[src/rtl/mips_muldiv_pkg.sv]
// Shared encodings for the HI/LO multiply/divide unit.
package mips_muldiv_pkg;

  typedef enum logic [2:0] {
    OP_MULT  = 3'd0,
    OP_MULTU = 3'd1,
    OP_DIV   = 3'd2,
    OP_DIVU  = 3'd3,
    OP_MTHI  = 3'd4,
    OP_MTLO  = 3'd5,
    OP_MADD  = 3'd6,
    OP_MADDU = 3'd7
  } op_e;

  typedef enum logic [2:0] {
    ST_IDLE,
    ST_MUL,
    ST_DIV_INIT,
    ST_DIV_ITER,
    ST_DIV_FIX
  } state_e;

  // Quotient on divide-by-zero is every bit set to this value.
  localparam logic DIVZ_QUO_FILL = 1'b1;

endpackage

[src/rtl/mips_div_iter.sv]
// Restoring radix-2 unsigned divider core, one quotient bit per step.
module mips_div_iter
  import mips_muldiv_pkg::*;
#(
  parameter int W = 32
) (
  input  logic         clk,
  input  logic         rst_n,
  input  logic         load,
  input  logic         step,
  input  logic [W-1:0] dividend,
  input  logic [W-1:0] divisor,
  output logic [W-1:0] quotient,
  output logic [W-1:0] remainder
);

  logic [W-1:0] quo_q, quo_d;
  logic [W-1:0] rem_q, rem_d;
  logic [W-1:0] dvs_q, dvs_d;
  logic [W:0]   trial;

  // Shift in the next dividend bit and subtract when it fits.
  always_comb begin
    quo_d = quo_q;
    rem_d = rem_q;
    dvs_d = dvs_q;
    trial = {rem_q, quo_q[W-1]} - {1'b0, dvs_q};
    if (load) begin
      quo_d = dividend;
      rem_d = '0;
      dvs_d = divisor;
    end else if (step) begin
      if (!trial[W]) begin
        rem_d = trial[W-1:0];
        quo_d = {quo_q[W-2:0], 1'b1};
      end else begin
        rem_d = {rem_q[W-2:0], quo_q[W-1]};
        quo_d = {quo_q[W-2:0], 1'b0};
      end
    end
  end

  always_ff @(posedge clk) begin
    if (!rst_n) begin
      quo_q <= '0;
      rem_q <= '0;
      dvs_q <= '0;
    end else begin
      quo_q <= quo_d;
      rem_q <= rem_d;
      dvs_q <= dvs_d;
    end
  end

  assign quotient  = quo_q;
  assign remainder = rem_q;

endmodule

[src/rtl/mips_muldiv.sv]
// HI/LO multiply/divide unit. Optional MULDIV_MADD_EN builds the
// MADD/MADDU accumulate path; otherwise ops 6/7 act as MULT/MULTU.
module mips_muldiv
  import mips_muldiv_pkg::*;
#(
  parameter int W          = 32,
  parameter int MUL_STAGES = 2
) (
  input  logic         clk,
  input  logic         rst_n,
  input  logic         start,
  input  logic [2:0]   op,
  input  logic [W-1:0] rs,
  input  logic [W-1:0] rt,
  output logic         busy,
  output logic         done,
  output logic [W-1:0] hi,
  output logic [W-1:0] lo
);

  localparam int CW = $clog2(W);

  state_e          state_q, state_d;
  op_e             op_q, op_d, op_in;
  logic [W-1:0]    hi_q, hi_d, lo_q, lo_d;
  logic [W-1:0]    rs_q, rs_d, rt_q, rt_d;
  logic            done_q, done_d, busy_q, busy_d;
  logic [CW-1:0]   cnt_q, cnt_d;

  logic [2*W-1:0]  mul_p_q [MUL_STAGES];
  logic [2*W-1:0]  mul_p_d [MUL_STAGES];
  logic [MUL_STAGES-1:0] mul_vld_q, mul_vld_d;
  logic            mul_go, mul_sgn;
  logic [2*W-1:0]  mul_a, mul_b, mul_res;

  logic            div_load, div_step, div_sgn, dvd_neg, dvs_neg;
  logic [W-1:0]    dvd_abs, dvs_abs, div_quo, div_rem;

  assign op_in = op_e'(op);

  // Full-width product: operands are extended to 2W so the low 2W bits are exact.
  always_comb begin
    mul_sgn = (op_in == OP_MULT) || (op_in == OP_MADD);
    mul_a   = mul_sgn ? {{W{rs[W-1]}}, rs} : {{W{1'b0}}, rs};
    mul_b   = mul_sgn ? {{W{rt[W-1]}}, rt} : {{W{1'b0}}, rt};
  end

  always_comb begin
    mul_vld_d[0] = mul_go;
    mul_p_d[0]   = mul_go ? (mul_a * mul_b) : mul_p_q[0];
    for (int unsigned k = 1; k < MUL_STAGES; k++) begin
      mul_vld_d[k] = mul_vld_q[k-1];
      mul_p_d[k]   = mul_p_q[k-1];
    end
  end

`ifdef MULDIV_MADD_EN
  logic [MUL_STAGES-1:0] mul_acc_q, mul_acc_d;

  always_comb begin
    mul_acc_d[0] = (op_in == OP_MADD) || (op_in == OP_MADDU);
    for (int unsigned k = 1; k < MUL_STAGES; k++) begin
      mul_acc_d[k] = mul_acc_q[k-1];
    end
  end

  // Accumulate against HI/LO as they stand on the write edge.
  always_comb begin
    mul_res = mul_acc_q[MUL_STAGES-1] ? ({hi_q, lo_q} + mul_p_q[MUL_STAGES-1])
                                      : mul_p_q[MUL_STAGES-1];
  end

  always_ff @(posedge clk) begin
    if (!rst_n) mul_acc_q <= '0;
    else        mul_acc_q <= mul_acc_d;
  end
`else
  always_comb mul_res = mul_p_q[MUL_STAGES-1];
`endif

  // Divider sign handling around the unsigned core.
  always_comb begin
    div_sgn = (op_q == OP_DIV);
    dvd_neg = div_sgn & rs_q[W-1];
    dvs_neg = div_sgn & rt_q[W-1];
    dvd_abs = dvd_neg ? -rs_q : rs_q;
    dvs_abs = dvs_neg ? -rt_q : rt_q;
  end

  mips_div_iter #(.W(W)) u_div (
    .clk       (clk),
    .rst_n     (rst_n),
    .load      (div_load),
    .step      (div_step),
    .dividend  (dvd_abs),
    .divisor   (dvs_abs),
    .quotient  (div_quo),
    .remainder (div_rem)
  );

  always_comb begin
    state_d  = state_q;
    op_d     = op_q;
    hi_d     = hi_q;
    lo_d     = lo_q;
    rs_d     = rs_q;
    rt_d     = rt_q;
    cnt_d    = cnt_q;
    busy_d   = busy_q;
    done_d   = 1'b0;
    mul_go   = 1'b0;
    div_load = 1'b0;
    div_step = 1'b0;
    case (state_q)
      ST_IDLE: begin
        if (start) begin
          case (op_in)
            OP_MTHI: begin
              hi_d   = rs;
              done_d = 1'b1;
            end
            OP_MTLO: begin
              lo_d   = rs;
              done_d = 1'b1;
            end
            OP_DIV, OP_DIVU: begin
              op_d    = op_in;
              rs_d    = rs;
              rt_d    = rt;
              busy_d  = 1'b1;
              state_d = ST_DIV_INIT;
            end
            default: begin
              mul_go  = 1'b1;
              busy_d  = 1'b1;
              state_d = ST_MUL;
            end
          endcase
        end
      end
      ST_MUL: begin
        if (mul_vld_q[MUL_STAGES-1]) begin
          {hi_d, lo_d} = mul_res;
          done_d  = 1'b1;
          busy_d  = 1'b0;
          state_d = ST_IDLE;
        end
      end
      ST_DIV_INIT: begin
        div_load = 1'b1;
        cnt_d    = '0;
        state_d  = ST_DIV_ITER;
      end
      ST_DIV_ITER: begin
        div_step = 1'b1;
        if (cnt_q == CW'(W-1)) state_d = ST_DIV_FIX;
        else                   cnt_d   = cnt_q + 1'b1;
      end
      ST_DIV_FIX: begin
        if (rt_q == '0) begin
          lo_d = {W{DIVZ_QUO_FILL}};
          hi_d = rs_q;
        end else begin
          lo_d = (dvd_neg ^ dvs_neg) ? -div_quo : div_quo;
          hi_d = dvd_neg ? -div_rem : div_rem;
        end
        done_d  = 1'b1;
        busy_d  = 1'b0;
        state_d = ST_IDLE;
      end
      default: begin
        busy_d  = 1'b0;
        state_d = ST_IDLE;
      end
    endcase
  end

  always_ff @(posedge clk) begin
    if (!rst_n) begin
      state_q   <= ST_IDLE;
      op_q      <= OP_MULT;
      hi_q      <= '0;
      lo_q      <= '0;
      rs_q      <= '0;
      rt_q      <= '0;
      cnt_q     <= '0;
      busy_q    <= 1'b0;
      done_q    <= 1'b0;
      mul_vld_q <= '0;
    end else begin
      state_q   <= state_d;
      op_q      <= op_d;
      hi_q      <= hi_d;
      lo_q      <= lo_d;
      rs_q      <= rs_d;
      rt_q      <= rt_d;
      cnt_q     <= cnt_d;
      busy_q    <= busy_d;
      done_q    <= done_d;
      mul_vld_q <= mul_vld_d;
    end
  end

  always_ff @(posedge clk) begin
    for (int unsigned k = 0; k < MUL_STAGES; k++) begin
      mul_p_q[k] <= mul_p_d[k];
    end
  end

  assign busy = busy_q;
  assign done = done_q;
  assign hi   = hi_q;
  assign lo   = lo_q;

endmodule

[config.mk]
export PLATFORM = sky130hd
export DESIGN_NAME = mips_muldiv
export DESIGN_NICKNAME = d
export VERILOG_FILES = /design/src/rtl/mips_muldiv_pkg.sv /design/src/rtl/mips_div_iter.sv /design/src/rtl/mips_muldiv.sv
export SDC_FILE = /design/constraint.sdc
export NUM_CORES = 2
export LEC_CHECK = 0
export ABC_AREA = 1
export BUFFER_PORTS_ARGS = -buffer_cell sky130_fd_sc_hd__buf_2
export CAP_MARGIN = 10
export CORE_UTILIZATION = 53
export CTS_CLUSTER_DIAMETER = 60
export CTS_CLUSTER_SIZE = 12
export DETAILED_ROUTE_END_ITERATION = 8
export PLACE_DENSITY = 0.79
export RECOVER_POWER = 25
export REMOVE_ABC_BUFFERS = 1
export SETUP_SLACK_MARGIN = 0.5
export SYNTH_ARGS = -nofsm -noshare
export SYNTH_HDL_FRONTEND = slang
export SYNTH_HIERARCHICAL = 1
export SYNTH_SLANG_ARGS = --single-unit
[constraint.sdc]
create_clock -name clk -period 25.3 [get_ports clk]
set_input_delay 1.265 -clock clk [delete_from_list [all_inputs] [get_ports clk]]
set_output_delay 1.265 -clock clk [all_outputs]
set_load 0.05 [all_outputs]
After elaboration in Yosys (flattened, before gate mapping)
Memory sizes are Yosys's and may differ from the RTL's. Index checks and enable logic that the tools add are counted.

Add/sub/neg operators: 6. Multipliers: 1. Equal/unequal tests: 18. Mux-type cells: 41. Bitwise operators: 5. Reduce and logical (&&, ||, !) cells: 18.

Operators with widths (number): 2-to-1 mux 32 bit (15); 2-to-1 mux 64 bit (3); case mux 32 bit (3 select lines) (2); negation 32 bit (4); multiplier 64 x 64 -> 64 bit (1); subtractor 33 x 32 -> 33 bit (1); logical NOT 32 bit (1); AND reduction 4 bit (4); == test 3 x 2 -> 1 bit (second input constant) (5); == test 3 bit (second input constant) (4); 2-to-1 mux 1 bit (12); case mux 3 bit (4 select lines) (1); inequality test 2 bit (second input constant) (5); case mux 5 bit (2 select lines) (1); 2-to-1 mux 3 bit (3); OR reduction 2 bit (4); logical NOT 3 bit (2); case mux 1 bit (3 select lines) (2); case mux 3 bit (2 select lines) (1); adder 5 x 1 -> 5 bit (second input constant) (1); == test 5 bit (second input constant) (1); 2-to-1 mux 5 bit (1); inequality test 2 x 1 -> 1 bit (second input constant) (2); nonzero test 2 bit (2); 9 further kinds (11).

Register bits: 239. Bits in writable memories: 128. Input port bits: 70. Output and inout bits: 66. Logic and storage cells: 103. Memories kept: 1.

Memory list: mul_p_q (words 2, width 64, read ports 2, clocked after Yosys merged registers in 0, wr ports 2, line mips_muldiv.sv:30) `logic [2*W-1:0] mul_p_q [MUL_STAGES];`.

Longest topological paths before layout
Depth in word-level cells: 6. Gate-level depth with buffers: 42. Gate-level depth less buffers: 41.

Modules after synthesis
The synthesis kept the hierarchy.

By module, submodules not included: mips_muldiv (instances 1, cells each 7507, area each 61775.5 µm², seq. area each 6065.8 µm²); mips_div_iter (instances 1, cells each 1159, area each 6812.8 µm², seq. area each 1921.8 µm²).

Worst setup path before layout
Ideal clock, no wire load.

Path type: input to register. Start point: input op[2]. End point: memory mul_p_q[0][63] in the netlist's numbering, data pin. Setup time: 0.252 ns. Arrival time: 9.890 ns. Required time: 25.048 ns. Path slack: 15.158 ns. Stages on the path: 37. Buffers on the path: 3. Cell sequence: inv_1 nand2_1 nand3b_2 buf_2 buf_2 buf_1 nor2_1 fa_1 inv_1 fa_1 inv_1 fa_1 inv_1 fa_1 inv_1 fa_1 fa_1 fa_1 fa_1 fa_1 inv_1 fa_1 inv_1 ha_1 nand2_1 nor2_1 inv_1 nor2_1 inv_1 nor2_1 inv_1 nor3_1 nand2_1 nand2_1 inv_1 nand3_1 nand2_1.

RTL lines: start: declaration (line mips_muldiv.sv:12) `input logic [2:0] op,`; end: declaration (line mips_muldiv.sv:30).

==> qor.tcl <==
set qor(drive_above_1_share_pct) 3.702
set qor(ys_types) 59
set qor(top_cell_types_by_occurrence_after_synthesis) {2472 x inv_1, 1964 x nand2_1, 1420 x fa_1, 426 x nor2_1, 351 x ha_1}
set qor(worstSetupStartpointType) {input pin}
set qor(cts_hold_repair.buffers) 0
set qor(hold_class) {flip-flop to flip-flop}
set qor(start_util_pct) 53.58
set qor(finalCriticalPeriod_ns) 10.92
set qor(xor_xnor_share_of_the_synthesized_area_pct) 2.450
set qor(worst_ep_required_time_ns) 25.59
set qor(tritoncts_clock_tree) {built}
set qor(port-buffer-count) 135
set qor(warning_count_from_the_yosys_run) 6
set qor(async_reset_ff_share_pct) 0
set qor(grt.total_usage_pct) 33.04
set qor(die_area_um2) 130900
set qor(slew_viols_final) 280
set qor(critical_path.slowest_cell) {fa_1}
set qor(cts.sink_count) 367
set qor(slew-limit-headroom_pct) -164.8
set qor(cts_setup_buffers) 0
set qor(synth_edf_count) 64
set qor(wl_per_cell_um) 20.54
set qor(critical_path.endpoint_type) {flip-flop}
set qor(grt_pass1_vias) 58847
set qor(largest_net_degree_at_the_start_of_global_routing) 101
set qor(grt_overflow_total) 0
set qor(top_cell_family_by_delay_on_the_critical_path) {adder cells}
set qor(flow.area_growth_from_synthesis_pct) 4.333
set qor(cp_class) {input pin to flip-flop}
set qor(cell_taking_the_most_area_after_synthesis) {fa_1}
set qor(dr.pass1.iters) 8
set qor(placeable_core_area_um2) 128000
set qor(post-route-drc-count) 0
set qor(main_combinational_cell_family_by_area_after_synthesis) {adder cells}
set qor(drt-vias-per-instance) 5.360
set qor(fin_worst_skew_ns) 0.02488
set qor(post-dp-hpwl_mm) 172.7
set qor(postSynthCellCount) 8666
set qor(io-pin-count) 136
set qor(final_net_count) 10382
set qor(yosys.area.top_type_share_pct) 41.45
set qor(route.final.wire_length_mm) 211.4
set qor(maximum_level_of_the_cts_h_tree) 2
set qor(most_instantiated_flip_flop_cell_in_the_synthesis_netlist) {dfxtp_1}
set qor(mappedNetlistArea_um2) 68590
set qor(tns_ns) 0
set qor(clkLatencyLatePin_ns) 0.55
set qor(synth-simple-area-share_pct) 15.77
set qor(grt_first_pass_wirelength_mm) 331.5
set qor(unrepaired_setup_endpoints_after_global_routing) {no}
set qor(yosys-mux-area-fraction_pct) 0
set qor(clk_root_buffer_cell) {clkbuf_16}
set qor(synth_compound_area_share_pct) 6.425
set qor(critical_path.max_stage_delay_ns) 0.92
set qor(synthMostInstantiatedCell) {inv_1}
set qor(dr_total_vias) 55160
set qor(detailedRoute.firstIterationViolations) 4917
set qor(setup_viol_count_final) 0
set qor(crit_path_dat_ns) 11.21
set qor(die_w_um) 361.7
set qor(maxCapViolations) 5
set qor(synth_top_cells_by_area) {fa_1 41%, inv_1 14%, nand2_1 11%, dfxtp_1 8.8%, ha_1 6.4%}
set qor(achievable-frequency_ghz) 0.09161
set qor(initial_antenna_violation_count) 11
set qor(final_min_period_over_clock_period_pct) 43.14
set qor(fillerInstances) 11673
set qor(clk_pin_slew_worst_paths_ns) 0.06
set qor(timing.final.hold_violations) 0
set qor(floorplan.rows) 131
set qor(post_synth.cell_area_avg_um2) 7.915
set qor(synth_fa_ha_area_share_pct) 47.85
set qor(gp_routability_congestion) 1.001
set qor(final_antenna_net_count) 0
set qor(failing_checks) {capacitance limit, slew limit}
set qor(die_h_um) 361.7
set qor(outcome) {finished, violations left}
set qor(cts.path.max_buffers) 3
set qor(critPathBufInv) 12
set qor(cts_repair_resized_insts) 0
set qor(worst_margin_pin_slew_ns) 3.971
set qor(yosysSeqAreaShare_pct) 11.65
set qor(critical_path_peak_fanout) 16
set qor(cts_buffers) 39
set qor(yosys_register_bits) 367
==> cell families (layout without fill, tap and decap cells) <==
group	count (synthesis)	count (layout)
buffers and inverters	2862	2758
AND/OR/NAND/NOR	2703	2703
adder cells (fa/ha/maj)	1771	1771
AO/OA/AOI/OAI	772	772
flip-flops	367	367
XOR/XNOR	191	191
other	0	1
==> layout by cell type (no fill, tap or decap), drive strengths merged, types with 16 or more instances in the layout <==
cell type and count:
xnor2 54, xor2 137, nand3 160, inv 2489, a21oi 296, clkbuf 87
o211ai 20, a31oi 21, nor3 43, o21bai 16, buf 177, nand2 1979
fa 1420, nand3b 20, ha 351, nand4 30, o21ai 300, dfxtp 303
nor4 17, nor2 439, a211oi 49, edfxtp 64
==> cell type report <==
cell class                 count  area [µm²]  area share, %
tap                         1729        2163          3.023
timing repair buffer         210        1187          1.659
clock buffer                  54        1064          1.486
sequential                   367        7988          11.16
multi-input combinational   5437       49750          69.52
inverter                    2486        9331          13.04
clock inverter                 8       76.32         0.1067
antenna                        1       2.502       0.003497
==> sequential cells by signal, indices dropped and copies added, names as in the netlist <==
name and cells:
busy 1, cnt_q 5, done 1, hi 32, lo 32, mul_p_q 128
mul_vld_q 2, op_q 3, rs_q 32, rt_q 32, state_q 3, u_div/dvs_q 32
u_div/quotient 32, u_div/remainder 32
==> path summary, 6_finish.rpt <==
| check | startpoint | end | slack (ns) | depth (start not counted) |
|---|---|---|---|---|
| worst max-delay path | op[2] | mul_p_q[0][63] | 14.38 | 36 |
| worst min-delay path | mul_p_q[0][8] | mul_p_q[0][72] | 0.33 | 0 |
| worst max register to register | state_q[2] | rt_q[12] | 19.35 | 10 |
| worst min register to register | mul_p_q[0][8] | mul_p_q[0][72] | 0.33 | 0 |
==> per-layer routing <==
| metal | GRT usage, % | routed length, µm |
|---|---|---|
| met1 | 43.19 | 83170 |
| met5 | 0 | 0 |
| met2 | 55.78 | 100500 |
| met4 | 12.73 | 8970 |
| met3 | 4.479 | 18720 |
==> stage by stage <==
step,area [µm²],setup slack (ns),cells,hold slack [ns],utilization (%)
floorplan,67040,15.07,8290,0.3233,-
global route,71560,13.78,10291,0.3389,55.90
finish,71560,14.38,10292,0.3347,55.90
detailed placement,70470,13.86,10229,0.3269,55.05
global placement,70470,13.92,10229,0.3247,55.05
CTS,71610,14.38,10291,0.3261,55.94
Power is left out: the tool's default activity adds up to more than one toggle a clock period on the data nets, which glitch-free logic cannot reach.
